--- src/rtl/rc4_stream_cipher.sv ---
// RC4 session controller: owns the keystream generator's start handshake,
// captures the parallel keystream and XORs it onto a valid/ready byte stream.
module rc4_stream_cipher #(
   parameter int NUMS_OF_BYTES = 5
) (
   input  logic                       clk,
   input  logic                       rst_n,
   input  logic                       go,
   input  logic [NUMS_OF_BYTES*8-1:0] key,
   input  logic [7:0]                 key_length,
   output logic                       busy,
   output logic                       session_done,
   output logic                       ks_start,
   output logic [NUMS_OF_BYTES*8-1:0] ks_key,
   output logic [7:0]                 ks_key_length,
   input  logic [NUMS_OF_BYTES*8-1:0] ks_ckey,
   input  logic                       ks_done,
   input  logic                       s_valid,
   input  logic [7:0]                 s_data,
   output logic                       s_ready,
   output logic                       m_valid,
   output logic [7:0]                 m_data,
   input  logic                       m_ready
);

   // state      | meaning
   // ST_IDLE    | waiting for go; key/length captured when it arrives
   // ST_WAIT_KS | ks_start held high until a rising edge of ks_done
   // ST_STREAM  | XOR plaintext with buffered keystream, byte 0 first

   localparam int         KW       = NUMS_OF_BYTES * 8;
   localparam logic [7:0] LAST_IDX = 8'(NUMS_OF_BYTES);

   typedef enum logic [1:0] {
      ST_IDLE    = 2'd0,
      ST_WAIT_KS = 2'd1,
      ST_STREAM  = 2'd2
   } state_t;

   state_t          r_state;
   logic [7:0]      r_idx;
   logic [KW-1:0]   r_buf;
   logic            r_done_q;
   logic            r_busy;
   logic            r_session_done;
   logic            r_ks_start;
   logic [KW-1:0]   r_ks_key;
   logic [7:0]      r_ks_key_length;
   logic            r_m_valid;
   logic [7:0]      r_m_data;

   logic            w_ks_rise;
   logic            w_s_ready;
   logic            w_in_xfer;
   logic            w_out_take;
   logic [7:0]      w_ks_byte;

   assign w_ks_rise  = ks_done && !r_done_q;
   assign w_s_ready  = (r_state == ST_STREAM) && (r_idx < LAST_IDX) && (!r_m_valid || m_ready);
   assign w_in_xfer  = s_valid && w_s_ready;
   assign w_out_take = r_m_valid && m_ready;

   always_comb begin
      w_ks_byte = '0;
      for (int i = 0; i < NUMS_OF_BYTES; i++) begin
         if (r_idx == 8'(i)) w_ks_byte = r_buf[i*8 +: 8];
      end
   end

   always_ff @(posedge clk or negedge rst_n) begin
      if (!rst_n) begin
         r_state         <= ST_IDLE;
         r_idx           <= '0;
         r_buf           <= '0;
         r_done_q        <= 1'b0;
         r_busy          <= 1'b0;
         r_session_done  <= 1'b0;
         r_ks_start      <= 1'b0;
         r_ks_key        <= '0;
         r_ks_key_length <= '0;
         r_m_valid       <= 1'b0;
         r_m_data        <= '0;
      end else begin
         r_done_q       <= ks_done;
         r_session_done <= 1'b0;
         case (r_state)
            ST_IDLE: begin
               if (go) begin
                  r_ks_key        <= key;
                  r_ks_key_length <= key_length;
                  r_ks_start      <= 1'b1;
                  r_busy          <= 1'b1;
                  r_idx           <= '0;
                  r_state         <= ST_WAIT_KS;
               end
            end
            ST_WAIT_KS: begin
               // a done level left over from the last session is not an edge
               if (w_ks_rise) begin
                  r_buf      <= ks_ckey;
                  r_ks_start <= 1'b0;
                  r_state    <= ST_STREAM;
               end
            end
            ST_STREAM: begin
               if (w_in_xfer) begin
                  r_m_data  <= s_data ^ w_ks_byte;
                  r_m_valid <= 1'b1;
                  r_idx     <= r_idx + 8'd1;
               end else if (w_out_take) begin
                  r_m_valid <= 1'b0;
                  if (r_idx == LAST_IDX) begin
                     r_session_done <= 1'b1;
                     r_busy         <= 1'b0;
                     r_state        <= ST_IDLE;
                  end
               end
            end
            default: r_state <= ST_IDLE;
         endcase
      end
   end

   assign busy          = r_busy;
   assign session_done  = r_session_done;
   assign ks_start      = r_ks_start;
   assign ks_key        = r_ks_key;
   assign ks_key_length = r_ks_key_length;
   assign s_ready       = w_s_ready;
   assign m_valid       = r_m_valid;
   assign m_data        = r_m_data;

endmodule

--- config.mk ---
export PLATFORM = sky130hd
export DESIGN_NAME = rc4_stream_cipher
export DESIGN_NICKNAME = d
export VERILOG_FILES = /design/src/rtl/rc4_stream_cipher.sv
export SDC_FILE = /design/constraint.sdc
export NUM_CORES = 1
export LEC_CHECK = 0
export ABC_CLOCK_PERIOD_IN_PS = 2580
export CAP_MARGIN = 40
export CORE_MARGIN = 3
export CORE_UTILIZATION = 45
export DETAILED_ROUTE_END_ITERATION = 10
export HOLD_SLACK_MARGIN = 0.05
export PLACE_DENSITY = 0.82
export REMOVE_ABC_BUFFERS = 1
export SYNTH_ARGS = -nofsm -noshare
export SYNTH_HDL_FRONTEND = slang
export SYNTH_SLANG_ARGS = --single-unit
--- constraint.sdc ---
create_clock -name clk -period 2.58 [get_ports clk]
set_input_delay 0.387 -clock clk [delete_from_list [all_inputs] [get_ports clk]]
set_output_delay 0.387 -clock clk [all_outputs]
set_load 0.005 [all_outputs]
## After elaboration in Yosys (flattened, before gate mapping)

Cells that the tools add are included.

- Bits in registers: 111
- Input bits: 102
- Output and inout port bits: 61
- Word-level logic and storage cells: 75

- $add $sub $neg: 1
- Magnitude comparators: 1
- Eq/ne operators: 13
- Multiplexer cells: 27
- Bitwise logic cells: 1
- Reductions and logical operators: 21

Operators with widths:

| operator | count |
|---|---|
| $mux W8 | 7 |
| $eq A8 B2 Y1 const B | 2 |
| $eq A8 B3 Y1 const B | 2 |
| $pmux W8 S2 | 1 |
| $mux W1 | 11 |
| $mux W2 | 5 |
| $ne A2 B2 Y1 const B | 5 |
| $reduce_and A5 Y1 | 2 |
| $add A8 B1 Y8 const B | 1 |
| $eq A8 B1 Y1 const B | 1 |
| $logic_not A8 Y1 | 1 |
| $lt A8 B3 Y1 const B | 1 |
| $reduce_and A2 Y1 | 4 |
| $xor A8 B8 Y8 | 1 |
| $pmux W2 S3 | 1 |
| $reduce_and A3 Y1 | 2 |
| $reduce_bool A2 Y1 | 3 |
| $logic_and A1 B1 Y1 | 5 |
| $pmux W1 S2 | 2 |
| $eq A2 B1 Y1 const B | 1 |
| $eq A2 B2 Y1 const B | 1 |
| $logic_not A1 Y1 | 2 |
| $logic_not A2 Y1 | 1 |
| $ne A2 B1 Y1 const B | 1 |
| $logic_or A1 B1 Y1 | 1 |

## Logic depth before layout (Yosys ltp)

- Word-level depth: 7
- Depth in mapped cells: 8
- Depth with buffers taken out: 7

## Worst setup path before layout

No wires, ideal clock.

- Kind: register -> register
- Start point: register r_idx[0]
- End point: register r_m_data[5] (netlist: m_data[5])
- Setup time: 0.126 ns
- Data arrival time: 1.661 ns
- Data required time: 2.454 ns
- Setup slack: 0.793 ns
- Stages on the path, launching flop included: 9
- Path buffers: 1
- Clock period less this slack: 1.787 ns
- Cells stage by stage: dfrtp_1 > inv_1 > ha_1 > buf_2 > nand3b_1 > a221o_1 > a22oi_1 > xnor2_1 > o21ai_1

- Cells in the longest elaborated chain, start to end: 7
- Elaborated cells between the ends (all ways): 16
- Classes of those cells: order compare (1); eq/ne (4); mux (5); bitwise (1); reduce/logical (5)

RTL lines:

| element | line | source |
|---|---|---|
| start, declared | 41 | `logic [7:0] r_idx;` |
| start signal, assigned | 109 | `r_idx <= r_idx + 8'd1;` |
| $logic_not A8 Y1 | 66 | `if (r_idx == 8'(i)) w_ks_byte = r_buf[i*8 +: 8];` |
| $mux W8 (5 in series) | 66 |  |
| $xor A8 B8 Y8 | 107 | `r_m_data <= s_data ^ w_ks_byte;` |
| end signal, assigned | 107 |  |
| end, declared | 50 | `logic [7:0] r_m_data;` |

Several ways; a longest one is shown, not always the timed one.
A chain may end at the register's enable or synchronous reset.

## Final worst setup path

- Start point: register r_idx[6]
- End point: output port s_ready

- Cells in the longest elaborated chain, start to end: 3

RTL lines:

| element | line | source |
|---|---|---|
| $lt A8 B3 Y1 | 59 | `assign w_s_ready = (r_state == ST_STREAM) && (r_idx < LAST_IDX) && (!r_m_valid \|\| m_ready);` |
| $logic_and A1 B1 Y1 (2 in series) | 59 |  |
| end, declared | 20 | `output logic s_ready,` |

Every way passes these cells.

==> impl_results.md <==
- Slew at the pin closest to its max-slew limit: 0.590 ns
- Worst-path clk slew: 0.10 ns
- Post-synth EDFFs: 0
- Worst slew margin: 0.606
- Largest cells by area after synthesis: dfrtp_1 59%, nand2_1 14%, mux2_2 8.6%, a21oi_1 2.3%, nand3b_1 1.9%
- Worst setup startpoint: r_idx[6]$_DFFE_PN0P_
- Avg Inst Size Synth: 10.2 µm²
- Clock Latency Late Sink: 0.36 ns
- Total global routing overflow: 0
- Worst flop-to-flop path endpoint: m_data[0]$_DFFE_PN0P_
- Tcrit/Tclk final: 0.836
- Drt drc: 0
- Largest net degree at the start of global routing: 112
- Routed wire length: between 10000 and 15000 µm
- Starting Density: 0.472
- Post-synth cell types: 35
- Max_cap viols: 0
- Net count reported at finish: 723
- Synth Warn #: 0
- Synthesized flop and latch total: 111
- Status: finished clean
- Critical R2R Launch: r_idx[1]$_DFFE_PN0P_
- CP startpoint kind: register
- Routed Antenna Nets: 0
- Crit path capture type: primary output
- Row cnt: 36
- Hold/Removal Path Class: primary input to async pin
- Root Buffer: clkbuf_8
- Min Tclk post-route: approximately 2.2 ns
- Initial DRC count: 167
- TritonCTS Buffers: 9
- Pwr dens: 1010 nW/µm²
- Setup crit end: s_ready
- Area of placed instances: between 6000 and 7000 µm²
- Crit Path Max Fanout: 5
- Die Span X: 108 µm
- Cell Area, Synth: approximately 4700 µm²
- Share of cells above drive strength 1: 0.106
- Final Instance Area: 6700 µm²
- Initial DRT Pass Iterations: 4
- Port Buf Inserts: 162
- Cell Count, Final, Fillers Out: 754
- Synth async-reset ratio: 1.00
- Die height: 108 µm
- Io pins: 163
- Static Leak: roughly 3.0 nW
- Cell taking the most area after synthesis: dfrtp_1
- Routed len/inst: 15.6 µm
- CTS tree: yes
- Final Skew: 0.00963 ns
- Total number of vias: 3821
- VDD IR max: ~0.56 mV
- Sequential share of the synthesized area: 0.591
- Routability cong.: 0.874
- Worst path arrival time: 1.77 ns
- Required @ worst endpoint: 2.19 ns
- Setup tns final: 0 ns
- Total track usage: 0.205
- Clk buf depth: 2
- RSZ-0062 raised after global routing: false
- Diodes inserted: 0
- Vias in the first global route: 3859
- Final Hold Viols: 0
- First-pass GRT wire length: roughly 19000 µm
- DP HPWL: 8310 µm
- Ys flop type: dfrtp_1
- Count leader, synth: nand2_1
- Initial antenna violation count: 0
- Syn Inst Count: about 460
- FF-to-FF setup slack: 0.43 ns
- Maximum clock rate: around 460 MHz
- Slew Limit Fails: 0
- CTS H-tree lvls: 3
- Routed vias/inst: slightly above 5
- Yosys top cell area share: 0.591
- Clk sinks: 111
- Critical path class: register to primary output
- Placed instance count: ~740
- Cells on worst reg2reg path: 7
- Commonest cells in the netlist: 171 x nand2_1, 111 x dfrtp_1, 36 x mux2_2
- Die ar.: ~12000 µm²
- Layout overhead on the synthesized area: 42.7%
- Core Area: roughly 10000 µm²
- Final setup fails: 0
==> repair_timing <==
| action | in CTS | in global routing |
|---|---|---|
| setup buffers | 0 | 1 |
| hold buffers | 0 | 0 |
| endpoints found under the setup margin | 0 | 1 |
| resized for setup | 0 | 2 |
==> where the power goes <==
part	switching (W)	total [W]	internal [W]
logic	0.00117	0.00279	0.00162
clock network	0.000565	0.00107	0.000505
registers	0.000430	0.00293	0.00250
total	0.00216	0.00679	0.00463
==> critical path, stage by stage (launching register included) <==
cell            delay (ns)
dfrtp_1               0.39
or4_4                 0.54
nor2_4                0.16
and3_4                0.19
dlymetal6s2s_1        0.13
==> placed cells by master (no fill, tap or decap), types with 2 or more instances in the layout <==
| master | synthesis | routed |
|---|---|---|
| a21oi_1 | 22 | 22 |
| a221o_1 | 4 | 4 |
| a22oi_1 | 4 | 4 |
| a31oi_1 | 2 | 2 |
| and2_1 | 5 | 4 |
| buf_12 | 0 | 2 |
| buf_4 | 0 | 7 |
| clkbuf_8 | 0 | 11 |
| clkdlybuf4s50_1 | 0 | 160 |
| clkinvlp_4 | 0 | 2 |
| dfrtp_1 | 111 | 111 |
| ha_1 | 5 | 5 |
| inv_1 | 10 | 10 |
| mux2_2 | 36 | 36 |
| nand2_1 | 171 | 171 |
| nand3_1 | 2 | 2 |
| nand3b_1 | 12 | 12 |
| nor2_1 | 4 | 4 |
| nor2b_1 | 3 | 3 |
| o21ai_0 | 11 | 11 |
| o21ai_1 | 5 | 5 |
| o22ai_1 | 4 | 4 |
| o31ai_1 | 2 | 2 |
| or3_1 | 2 | 2 |
| xnor2_1 | 4 | 4 |
| xor2_1 | 4 | 4 |
==> final cells by class <==
class	count	area, µm²
inverters	10	37.5
multi-input cells	314	1810
clock buffers	12	155
repair buffers	170	1710
fillers	782	3250
flip-flops and latches	111	2780
well taps	133	166
clock inverters	4	53.8
==> how the worst min path moves through the flow <==
stage,startpoint,end,slack [ns],depth (start not counted)
6_report,rst_n,r_buf[29]$_DFFE_PN0P_,0.09,2
5_1_grt,rst_n,r_buf[37]$_DFFE_PN0P_,0.14,2
4_1_cts,rst_n,r_buf[29]$_DFFE_PN0P_,0.11,2
3_5_place_dp,ks_key[11]$_DFFE_PN0P_,ks_key[11]$_DFFE_PN0P_,0.46,2
3_3_place_gp,ks_key[27]$_DFFE_PN0P_,ks_key[27]$_DFFE_PN0P_,0.46,2
2_1_floorplan,rst_n,busy$_DFFE_PN0P_,0.09,0
==> flip-flops by register name, indices dropped and copies added (netlist names) <==
register	count
r_done_q	1
ks_start	1
ks_key	40
busy	1
r_state	2
ks_key_length	8
m_valid	1
r_buf	40
m_data	8
session_done	1
r_idx	8
==> stage by stage <==
step / utilization / total power (W) / setup slack, ns / hold slack, ns
CTS: 0.672 / 0.00686 / 0.0110 / 0.114
floorplan: - / 0.00428 / -2.65 / 0.0914
global route: 0.673 / 0.00731 / 0.192 / 0.141
detailed placement: 0.651 / 0.00577 / 0.373 / 0.461
finish: 0.673 / 0.00679 / 0.422 / 0.0882
global placement: 0.651 / 0.00566 / 0.429 / 0.456
==> cell families (layout without fill, tap and decap cells) <==
logic type / after synthesis / after routing / share of synthesized area
buf+inv: 34 / 196 / 0.0288
simple gates: 207 / 207 / 0.192
compound gates: 58 / 58 / 0.0735
flops: 111 / 111 / 0.591
mux: 36 / 36 / 0.0863
fa+ha+maj: 5 / 5 / 0.0133
xor+xnor: 8 / 8 / 0.0149
==> per-layer routing <==
metal / vias up / GRT usage / wire length [µm]
met5: - / 0 / 0
met4: 0 / 0.0649 / 153
met3: 14 / 0.0937 / 1380
met2: 168 / 0.310 / 5210
met1: 1817 / 0.265 / 5020
li1: 1822 / - / -
Note: power is estimated with default switching activity, not from simulation.
